<file path="config.mk">
export PLATFORM = sky130hd
export DESIGN_NAME = pulse_rate_monitor
export DESIGN_NICKNAME = d
export VERILOG_FILES = /design/src/rtl/pulse_rate_monitor.sv
export SDC_FILE = /design/constraint.sdc
export NUM_CORES = 1
export LEC_CHECK = 0
export ABC_AREA = 1
export BUFFER_PORTS_ARGS = -buffer_cell sky130_fd_sc_hd__buf_2
export CAP_MARGIN = 20
export CORE_MARGIN = 5
export CORE_UTILIZATION = 57
export DETAILED_ROUTE_END_ITERATION = 10
export MAX_ROUTING_LAYER = met4
export PLACE_DENSITY = 0.76
export SYNTH_ARGS = -nofsm -noshare
export SYNTH_HDL_FRONTEND = slang
export SYNTH_SLANG_ARGS = --single-unit
</file>
<file path="constraint.sdc">
create_clock -name clk -period 4.75 [get_ports clk]
set_input_delay 0.475 -clock clk [delete_from_list [all_inputs] [get_ports clk]]
set_output_delay 0.475 -clock clk [all_outputs]
set_load 0.01 [all_outputs]
</file>
<file path="src/rtl/pulse_rate_monitor.sv">
// Pulse-rate monitor: classifies current/voltage samples, counts per-class hits per window,
// and reports class percentages via a sequential divider. Optional macro: PULSE_RATE_INTERVAL_EN.
module pulse_rate_monitor #(
    parameter int DATA_W = 16,
    parameter int CNT_W  = 24
) (
    input  logic                     clk,
    input  logic                     rst_n,
    input  logic                     sample_valid,
    input  logic signed [DATA_W-1:0] sample_current,
    input  logic signed [DATA_W-1:0] sample_voltage,
    input  logic signed [DATA_W-1:0] thr_v_open,
    input  logic signed [DATA_W-1:0] thr_v_short,
    input  logic signed [DATA_W-1:0] thr_i_dis,
    input  logic [15:0]              thr_delay,
    input  logic                     window_end,
    output logic                     busy,
    output logic                     rate_valid,
    output logic [7:0]               normal_rate,
    output logic [7:0]               arc_rate,
    output logic [7:0]               open_rate,
    output logic [7:0]               short_rate
);
    localparam int Q = CNT_W + 7;
    localparam logic [5:0] Q_LAST = 6'(Q - 1);
    localparam logic [CNT_W-1:0] CNT_MAX = '1;

    typedef enum logic [2:0] {C_INTERVAL, C_NORMAL, C_ARC, C_OPEN, C_SHORT} cls_e;
    typedef enum logic [1:0] {S_IDLE, S_DIV, S_DONE} state_e;

    function automatic logic [Q-1:0] mul100(input logic [CNT_W-1:0] c);
        logic [Q-1:0] e;
        e = {7'b0, c};
        return (e << 6) + (e << 5) + (e << 2);
    endfunction

    cls_e               cls_s, cls_r, prev_cls_r;
    logic               cls_vld_r;
    logic [15:0]        open_run_r;
    logic               v_open_s, v_short_s, i_dis_s;
    // Counter slots: 0 normal, 1 arc, 2 open, 3 short, 4 interval, 5 total
    logic [CNT_W-1:0]   cnt_r [6];
    logic [5:0]         inc_s;
    logic               sat_s, ovf_r, win_clr_s;
    logic [CNT_W-1:0]   sh_r [4];
    logic [CNT_W-1:0]   sh_total_r;
    logic               sh_ovf_r;
    state_e             state_r, state_s;
    logic               ld_r;
    logic [1:0]         idx_r;
    logic [5:0]         step_r;
    logic [Q-1:0]       num_r, num_nx_s;
    logic [CNT_W-1:0]   rem_r, rem_nx_s;
    logic [CNT_W:0]     rem_sh_s, diff_s;
    logic               ge_s, div_skip_s;
    logic [7:0]         q_r [4];

    assign v_open_s  = (sample_voltage >= thr_v_open);
    assign v_short_s = (sample_voltage > thr_v_short);
    assign i_dis_s   = (sample_current > thr_i_dis);
    assign win_clr_s = (state_r == S_IDLE) && window_end;

    // Sample classification
    always_comb begin
        cls_s = C_INTERVAL;
        if (v_open_s) begin
            cls_s = C_OPEN;
        end else if (v_short_s && i_dis_s) begin
            if ((open_run_r >= thr_delay) || (prev_cls_r == C_NORMAL)) cls_s = C_NORMAL;
            else cls_s = C_ARC;
        end else if (v_short_s) begin
            cls_s = C_OPEN;
        end else if (i_dis_s) begin
            cls_s = C_SHORT;
        end else begin
            cls_s = C_INTERVAL;
        end
    end

    // Classification pipeline register, open-run tracker and previous-class history
    always_ff @(posedge clk or negedge rst_n) begin
        if (!rst_n) begin
            cls_r      <= C_INTERVAL;
            prev_cls_r <= C_INTERVAL;
            cls_vld_r  <= 1'b0;
            open_run_r <= 16'd0;
        end else begin
            cls_vld_r <= sample_valid;
            if (sample_valid) begin
                cls_r      <= cls_s;
                prev_cls_r <= cls_s;
                if (cls_s != C_OPEN) open_run_r <= 16'd0;
                else if (open_run_r != 16'hFFFF) open_run_r <= open_run_r + 16'd1;
            end
        end
    end

    // Counter increment vector and saturation detect
    always_comb begin
        inc_s = 6'b000000;
        if (cls_vld_r) begin
            case (cls_r)
                C_NORMAL:   inc_s = 6'b100001;
                C_ARC:      inc_s = 6'b100010;
                C_OPEN:     inc_s = 6'b100100;
                C_SHORT:    inc_s = 6'b101000;
`ifdef PULSE_RATE_INTERVAL_EN
                C_INTERVAL: inc_s = 6'b110000;
`else
                C_INTERVAL: inc_s = 6'b000000;
`endif
                default:    inc_s = 6'b000000;
            endcase
        end else begin
            inc_s = 6'b000000;
        end
        sat_s = 1'b0;
        for (int k = 0; k < 6; k++) sat_s = sat_s | (inc_s[k] & (cnt_r[k] == CNT_MAX));
    end

    // Live counters, sticky overflow and window snapshot; a sample landing on window close opens the new window
    always_ff @(posedge clk or negedge rst_n) begin
        if (!rst_n) begin
            for (int k = 0; k < 6; k++) cnt_r[k] <= '0;
            for (int k = 0; k < 4; k++) sh_r[k] <= '0;
            sh_total_r <= '0;
            sh_ovf_r   <= 1'b0;
            ovf_r      <= 1'b0;
        end else begin
            for (int k = 0; k < 6; k++) begin
                if (win_clr_s) cnt_r[k] <= {{(CNT_W-1){1'b0}}, inc_s[k]};
                else if (inc_s[k] && (cnt_r[k] != CNT_MAX)) cnt_r[k] <= cnt_r[k] + {{(CNT_W-1){1'b0}}, 1'b1};
            end
            if (win_clr_s) begin
                for (int k = 0; k < 4; k++) sh_r[k] <= cnt_r[k];
                sh_total_r <= cnt_r[5];
                sh_ovf_r   <= ovf_r | sat_s;
                ovf_r      <= 1'b0;
            end else if (sat_s) begin
                ovf_r <= 1'b1;
            end
        end
    end

    // Restoring divider step
    assign rem_sh_s   = {rem_r, num_r[Q-1]};
    assign diff_s     = rem_sh_s - {1'b0, sh_total_r};
    assign ge_s       = ~diff_s[CNT_W];
    assign rem_nx_s   = ge_s ? diff_s[CNT_W-1:0] : rem_sh_s[CNT_W-1:0];
    assign num_nx_s   = {num_r[Q-2:0], ge_s};
    assign div_skip_s = sh_ovf_r || (sh_total_r == '0);

    // FSM next state
    always_comb begin
        state_s = state_r;
        case (state_r)
            S_IDLE: if (window_end) state_s = S_DIV; else state_s = S_IDLE;
            S_DIV:  if (!ld_r && (step_r == Q_LAST) && (idx_r == 2'd3)) state_s = S_DONE;
                    else state_s = S_DIV;
            S_DONE: state_s = S_IDLE;
            default: state_s = S_IDLE;
        endcase
    end

    // FSM state register
    always_ff @(posedge clk or negedge rst_n) begin
        if (!rst_n) state_r <= S_IDLE;
        else state_r <= state_s;
    end

    // Divider datapath; first DIV cycle loads from the freshly captured shadows
    always_ff @(posedge clk or negedge rst_n) begin
        if (!rst_n) begin
            ld_r   <= 1'b1;
            idx_r  <= 2'd0;
            step_r <= 6'd0;
            num_r  <= '0;
            rem_r  <= '0;
            for (int k = 0; k < 4; k++) q_r[k] <= 8'd0;
        end else begin
            case (state_r)
                S_DIV: begin
                    if (ld_r) begin
                        ld_r   <= 1'b0;
                        num_r  <= mul100(sh_r[0]);
                        rem_r  <= '0;
                        step_r <= 6'd0;
                        idx_r  <= 2'd0;
                    end else if (step_r == Q_LAST) begin
                        q_r[idx_r] <= num_nx_s[7:0];
                        idx_r      <= idx_r + 2'd1;
                        step_r     <= 6'd0;
                        rem_r      <= '0;
                        num_r      <= mul100(sh_r[idx_r + 2'd1]);
                    end else begin
                        step_r <= step_r + 6'd1;
                        if (!div_skip_s) begin
                            num_r <= num_nx_s;
                            rem_r <= rem_nx_s;
                        end
                    end
                end
                default: begin
                    ld_r   <= 1'b1;
                    idx_r  <= 2'd0;
                    step_r <= 6'd0;
                end
            endcase
        end
    end

    // Registered outputs; rates change only in DONE
    always_ff @(posedge clk or negedge rst_n) begin
        if (!rst_n) begin
            busy        <= 1'b0;
            rate_valid  <= 1'b0;
            normal_rate <= 8'd0;
            arc_rate    <= 8'd0;
            open_rate   <= 8'd0;
            short_rate  <= 8'd0;
        end else begin
            busy       <= (state_s != S_IDLE);
            rate_valid <= (state_r == S_DONE);
            if (state_r == S_DONE) begin
                if (sh_ovf_r) begin
                    normal_rate <= 8'hFF; arc_rate <= 8'hFF; open_rate <= 8'hFF; short_rate <= 8'hFF;
                end else if (sh_total_r == '0) begin
                    normal_rate <= 8'd0; arc_rate <= 8'd0; open_rate <= 8'd0; short_rate <= 8'd0;
                end else begin
                    normal_rate <= q_r[0]; arc_rate <= q_r[1]; open_rate <= q_r[2]; short_rate <= q_r[3];
                end
            end
        end
    end
endmodule
</file>
-- Yosys cells after proc, flatten, opt, wreduce, memory -nomap -nowiden
Index checks and enable logic that the tools add are counted.
- bits in registers: 418
- bits in latches: 0
- memory bits (writable): 0
- bits in read-only memories: 0
- output and inout bits: 34
- word-level logic and storage cells: 175
- memories: 0
- add/subtract/negate cells: 14
- multiply operators: 0
- div/mod/pow operators: 0
- magnitude comparators: 7
- eq/ne operators: 24
- shift-type cells: 0
- muxes and demuxes: 54
- bitwise gates (word level): 16
- reductions and logical operators: 28
- operator list (cell ; count):
    $mux 24 ; 18
    $add 24x1->24 const B ; 6
    $eq 24x24->1 const B ; 6
    $ne 24x24->1 const B ; 6
    $mux 31 ; 3
    $mux 8 ; 9
    $add 30x29->31 ; 2
    $add 31x26->31 ; 2
    $bmux 24 s2 ; 1
    $bwmux 32 ; 1
    $ge 16x16->1 ; 2
    $gt 16x16->1 ; 2
    $mux 16 ; 2
    $sub 25x24->25 ; 1
    $logic_not 24->1 ; 1
    $mux 6 ; 4
    $pmux 6 s4 ; 1
    $reduce_bool 2->1 ; 9
    $add 16x1->16 const B ; 1
    $demux 8 s2 ; 1
    $ne 16x16->1 const B ; 1
    $mux 3 ; 4
    $logic_and 1x1->1 ; 11
    $mux 2 ; 5
    other kinds (23) ; 44

-- Depth between registers and ports, before layout
- word-level depth: 11
- mapped depth: 23
- depth with buffers taken out: 20

-- Least setup slack after synthesis
Ideal clock, no wire load.
- path type: reg2reg
- start: register idx_r[0]
- end: register num_r[30]
- setup time: 0.113 ns
- arrival time: 4.389 ns
- slack: 0.248 ns
- stages on the path, launching flop included: 24
- path buffers: 3
- period minus slack after synthesis: 4.502 ns
- cell sequence: dfrtp_1 -> inv_1 -> clkbuf_1 -> clkbuf_1 -> ha_1 -> inv_1 -> clkbuf_1 -> o21ai_0 -> o22ai_1 -> fa_1 -> ha_1 -> fa_1 -> nand3_1 -> nand2_1 -> a21boi_0 -> o21ai_0 -> nand2_1 -> nand2_1 -> nand2_1 -> nand2_1 -> nand2_1 -> nand3_1 -> nand2_1 -> inv_1
- cells in the longest elaborated chain, start to end: 9
- RTL lines (element ; line ; text):
    start: declaration ; 50 ; logic [1:0] idx_r;
    start signal: assignment ; 191 ; idx_r <= idx_r + 2'd1;
    $add 2x1->2 * ; 194 ; num_r <= mul100(sh_r[idx_r + 2'd1]);
    $not 2->3 (not written as such) * ; 194 ;
    $bmux 24 s2 * ; 194 ;
    $mux 24 (not written as such) * (2 in a row) ; 194 ;
    $add 30x29->31 ; 34 ; return (e << 6) + (e << 5) + (e << 2);
    $add 31x26->31 * ; 34 ;
    $mux 31 * ; 189 ; end else if (step_r == Q_LAST) begin
    $mux 31 * ; 183 ; if (ld_r) begin
    end signal: assignment ; 185 ; num_r <= mul100(sh_r[0]);
    end signal: assignment ; 194 ;
    end signal: assignment ; 198 ; num_r <= num_nx_s;
    end: declaration ; 52 ; logic [Q-1:0] num_r, num_nx_s;
Mark *: on every way between the ends. The rest lies on a longest branch, timed or not. The select of a mux whose other input is x is not followed.
A chain may end at the register's enable or synchronous reset.

-- Final worst setup path
- start: register idx_r[1]
- end: register num_r[24]
The elaborated chain is that of the path after synthesis.

==> impl_metrics.toml <==
[timing]
finalSetupViolations = 0
tightest_slew_ps = 1034
slew_viol_final = 0
final.setup.worst_slack_ps = 421.6
finalCritPeriodShare_pct = 91.12
hold_viol = 0
relSlewSlack_pct = 30.96
rsz0062_at_grt = "no"
tns_ps = 0
period_minus_slack_ps = 4328
fmax_mhz = 231.0
finClkSkew_ps = 19.45

[job]
maxCapViolCount = 0

[logic_synthesis]
synth_most_common_cell = "nand2_1"
synth-main-ff-cell = "dfrtp_1"
yosysUniqueCellTypes = 62
ys_seq_elements = 394
synth_edf_count = 0
async_flop_share_pct = 100.0
synth_area_um2 = 26140
syn-num-nets = 3769
post-synth-top-area-fraction_pct = 37.62
synthCells = 3470
synth_area_leaders = "dfrtp_1 38%, nand2_1 12%, ha_1 7.5%"
synth.avg_cell_area_um2 = 7.533
synth_commonest_cells = "827 x nand2_1, 405 x inv_1, 393 x dfrtp_1"
yosysWarnings = 0
synth_area_leader_cell = "dfrtp_1"
ys_seq_area_share_pct = 37.72

[worst_setup_path]
crit_fanout = 12
rr_worst_depth = 18
endpoint_kind = "flop"
critPathKind = "flop to flop"
critPathArrivalTime_ps = 4790
reg2reg_to = "num_r[24]"
reg2reg_from = "idx_r[1]"
startpoint = "idx_r[1]"
crit_end = "num_r[24]"
cp-start-kind = "flop"
r2r_setup_slack_ps = 420
worstPathRequired_ps = 5220

[clocking]
post_cts_resized = 0
cts.sinks = 394
cts_max_level = 2
clock-root-buffer = "clkbuf_16"
hold_buffers = 1
clk_path_buf_depth = 3
clkLatencyLatePin_ps = 580
path_clk_slew_ps = 60
post-cts-setup-buffers = 0
cts_buffers = 43
cts_tree = "yes"

[global_routing]
antenna_found_initial = 0
grt_first_pass_wirelength_mm = 112.7
grt_overflow = 0
first_global_vias = 21987
grt_max_degree = 133
grt_usage_pct = 27.71

[pwr]
power_frac_seq_pct = 47.3
total_power_mw = 8.244
internal_power_mw = 5.901
comb_power_share_pct = 11.9
p_per_area_nw_per_um2 = 286.7
p_leak_nw = 14.43
power.share.clock_pct = 40.8
vdd_drop_max_mv = 0.2374
swShare_pct = 28.42
p_switching_mw = 2.343

[run_status]
status = "finished, final reports clean"

[hold_path]
min_from = "sample_valid"
hold_depth = 1
min_path_type = "primary input to flop"

[place]
portBuffers = 133
place_hpwl_mm = 51.28
gp_congestion = 1.018
pre_cts_ws_ps = 498.6
placed_area_um2 = 27310

[finish]
diodes = 0
syn2layout_area_growth_pct = 9.999
fillerInstances = 4066
seqCellArea_um2 = 9861
final_area_um2 = 28750
multi_input_area_um2 = 14230
fin_util_pct = 63.36
final_nets = 3869
drive_above_1_share_pct = 8.854

[die]
core-area_um2 = 45380
fp.dieW_um = 224.2
die_y_um = 224.2
die_area_um2 = 50240
rows = 78
start_util_pct = 57.60
io_pins = 134

[drt]
routed_wl_mm = 68.19
wl_per_cell_um = 16.23
vias = 23628
firstDrtPassIters = 5
drc = 0
vias_per_cell = 5.622
first_iter_violations = 2090
final_antenna_net_count = 0
## stage by stage
step	hold WS [ps]	cells
2_1_floorplan	179.4	3470
3_3_place_gp	460.1	4123
3_5_place_dp	460.6	4123
4_1_cts	163.8	4202
5_1_grt	175.2	4203
6_report	201.9	4203
## per-layer routing
layer / track usage, % / vias to the layer above / wire, um
met3: 3.774 / 114 / 4180
met1: 39.20 / 11059 / 31530
li1: - / 11710 / -
met2: 42.92 / 745 / 30850
met4: 6.561 / 0 / 1633
met5: - / - / 0
## cells in the final DEF (no fill, tap or decap), drive strengths merged, types with 31 or more instances in the layout
cell / netlist / layout
nor3: 79 / 79
dfrtp: 393 / 393
fa: 43 / 43
a21oi: 206 / 206
nand2: 844 / 844
nand3: 197 / 197
o21ai: 364 / 364
xor2: 66 / 66
o31ai: 31 / 31
nand4: 84 / 84
clkbuf: 63 / 66
buf: 35 / 152
inv: 424 / 425
ha: 156 / 156
nor2: 316 / 316
## cell type report
| type | instances | area share (%) |
|---|---|---|
| multi-input combinational | 2552 | 49.48 |
| sequential | 394 | 34.29 |
| inverter | 426 | 5.587 |
| clock buffer | 66 | 4.469 |
| timing repair buffer | 153 | 3.081 |
| tap | 600 | 2.611 |
| clock inverter | 12 | 0.4743 |
## registers in the layout, indices dropped and copies added, names as in the netlist
register / cells
cnt_r: 120
sh_r: 96
q_r: 32
num_r: 31
rem_r: 24
sh_total_r: 24
open_run_r: 16
arc_rate: 8
normal_rate: 8
open_rate: 8
short_rate: 8
step_r: 6
prev_cls_r: 3
idx_r: 2
state_r: 2
busy: 1
cls_vld_r: 1
ld_r: 1
ovf_r: 1
rate_valid: 1
sh_ovf_r: 1
## power groups by stage
stage | combinational [mW] | clock [mW] | sequential [mW]
after detailed placement | 0.979 | 0 | 3.94
after global placement | 0.956 | 0 | 3.94
after CTS | 0.987 | 3.42 | 3.88
after floorplan | 0.699 | 0 | 3.85
final | 0.985 | 3.36 | 3.90
after global routing | 1.13 | 3.58 | 3.93
## kinds of logic (layout without fill, tap and decap cells)
| family | Yosys count | after routing | synth area share (%) |
|---|---|---|---|
| AND/OR/NAND/NOR | 1577 | 1577 | 26.53 |
| adder cells (fa/ha/maj) | 199 | 199 | 10.76 |
| XOR/XNOR | 86 | 86 | 2.881 |
| flip-flops | 394 | 394 | 37.72 |
| AO/OA/AOI/OAI | 690 | 690 | 14.25 |
| buffers and inverters | 524 | 657 | 7.855 |
## worst min-delay path by stage
stage | end
after detailed placement | sh_r[65]
final | cls_vld_r
after floorplan | arc_rate[0]
after global placement | sh_r[65]
after global routing | cls_vld_r
after CTS | cls_vld_r
## worst max-delay path: stages (launching register included)
cell and delay, ps:
dfrtp_1 360, inv_1 90, ha_1 410, inv_1 280, o21ai_0 140, o22ai_1 380
fa_1 480, ha_1 230, fa_1 430, nand3_1 110, nand2_1 120, a21boi_0 370
o21ai_0 320, nand2_1 170, nand3b_1 90, nand3_1 90, nand3_1 70, nand2_1 60
inv_1 30
Power figures use the tool's default switching activity.
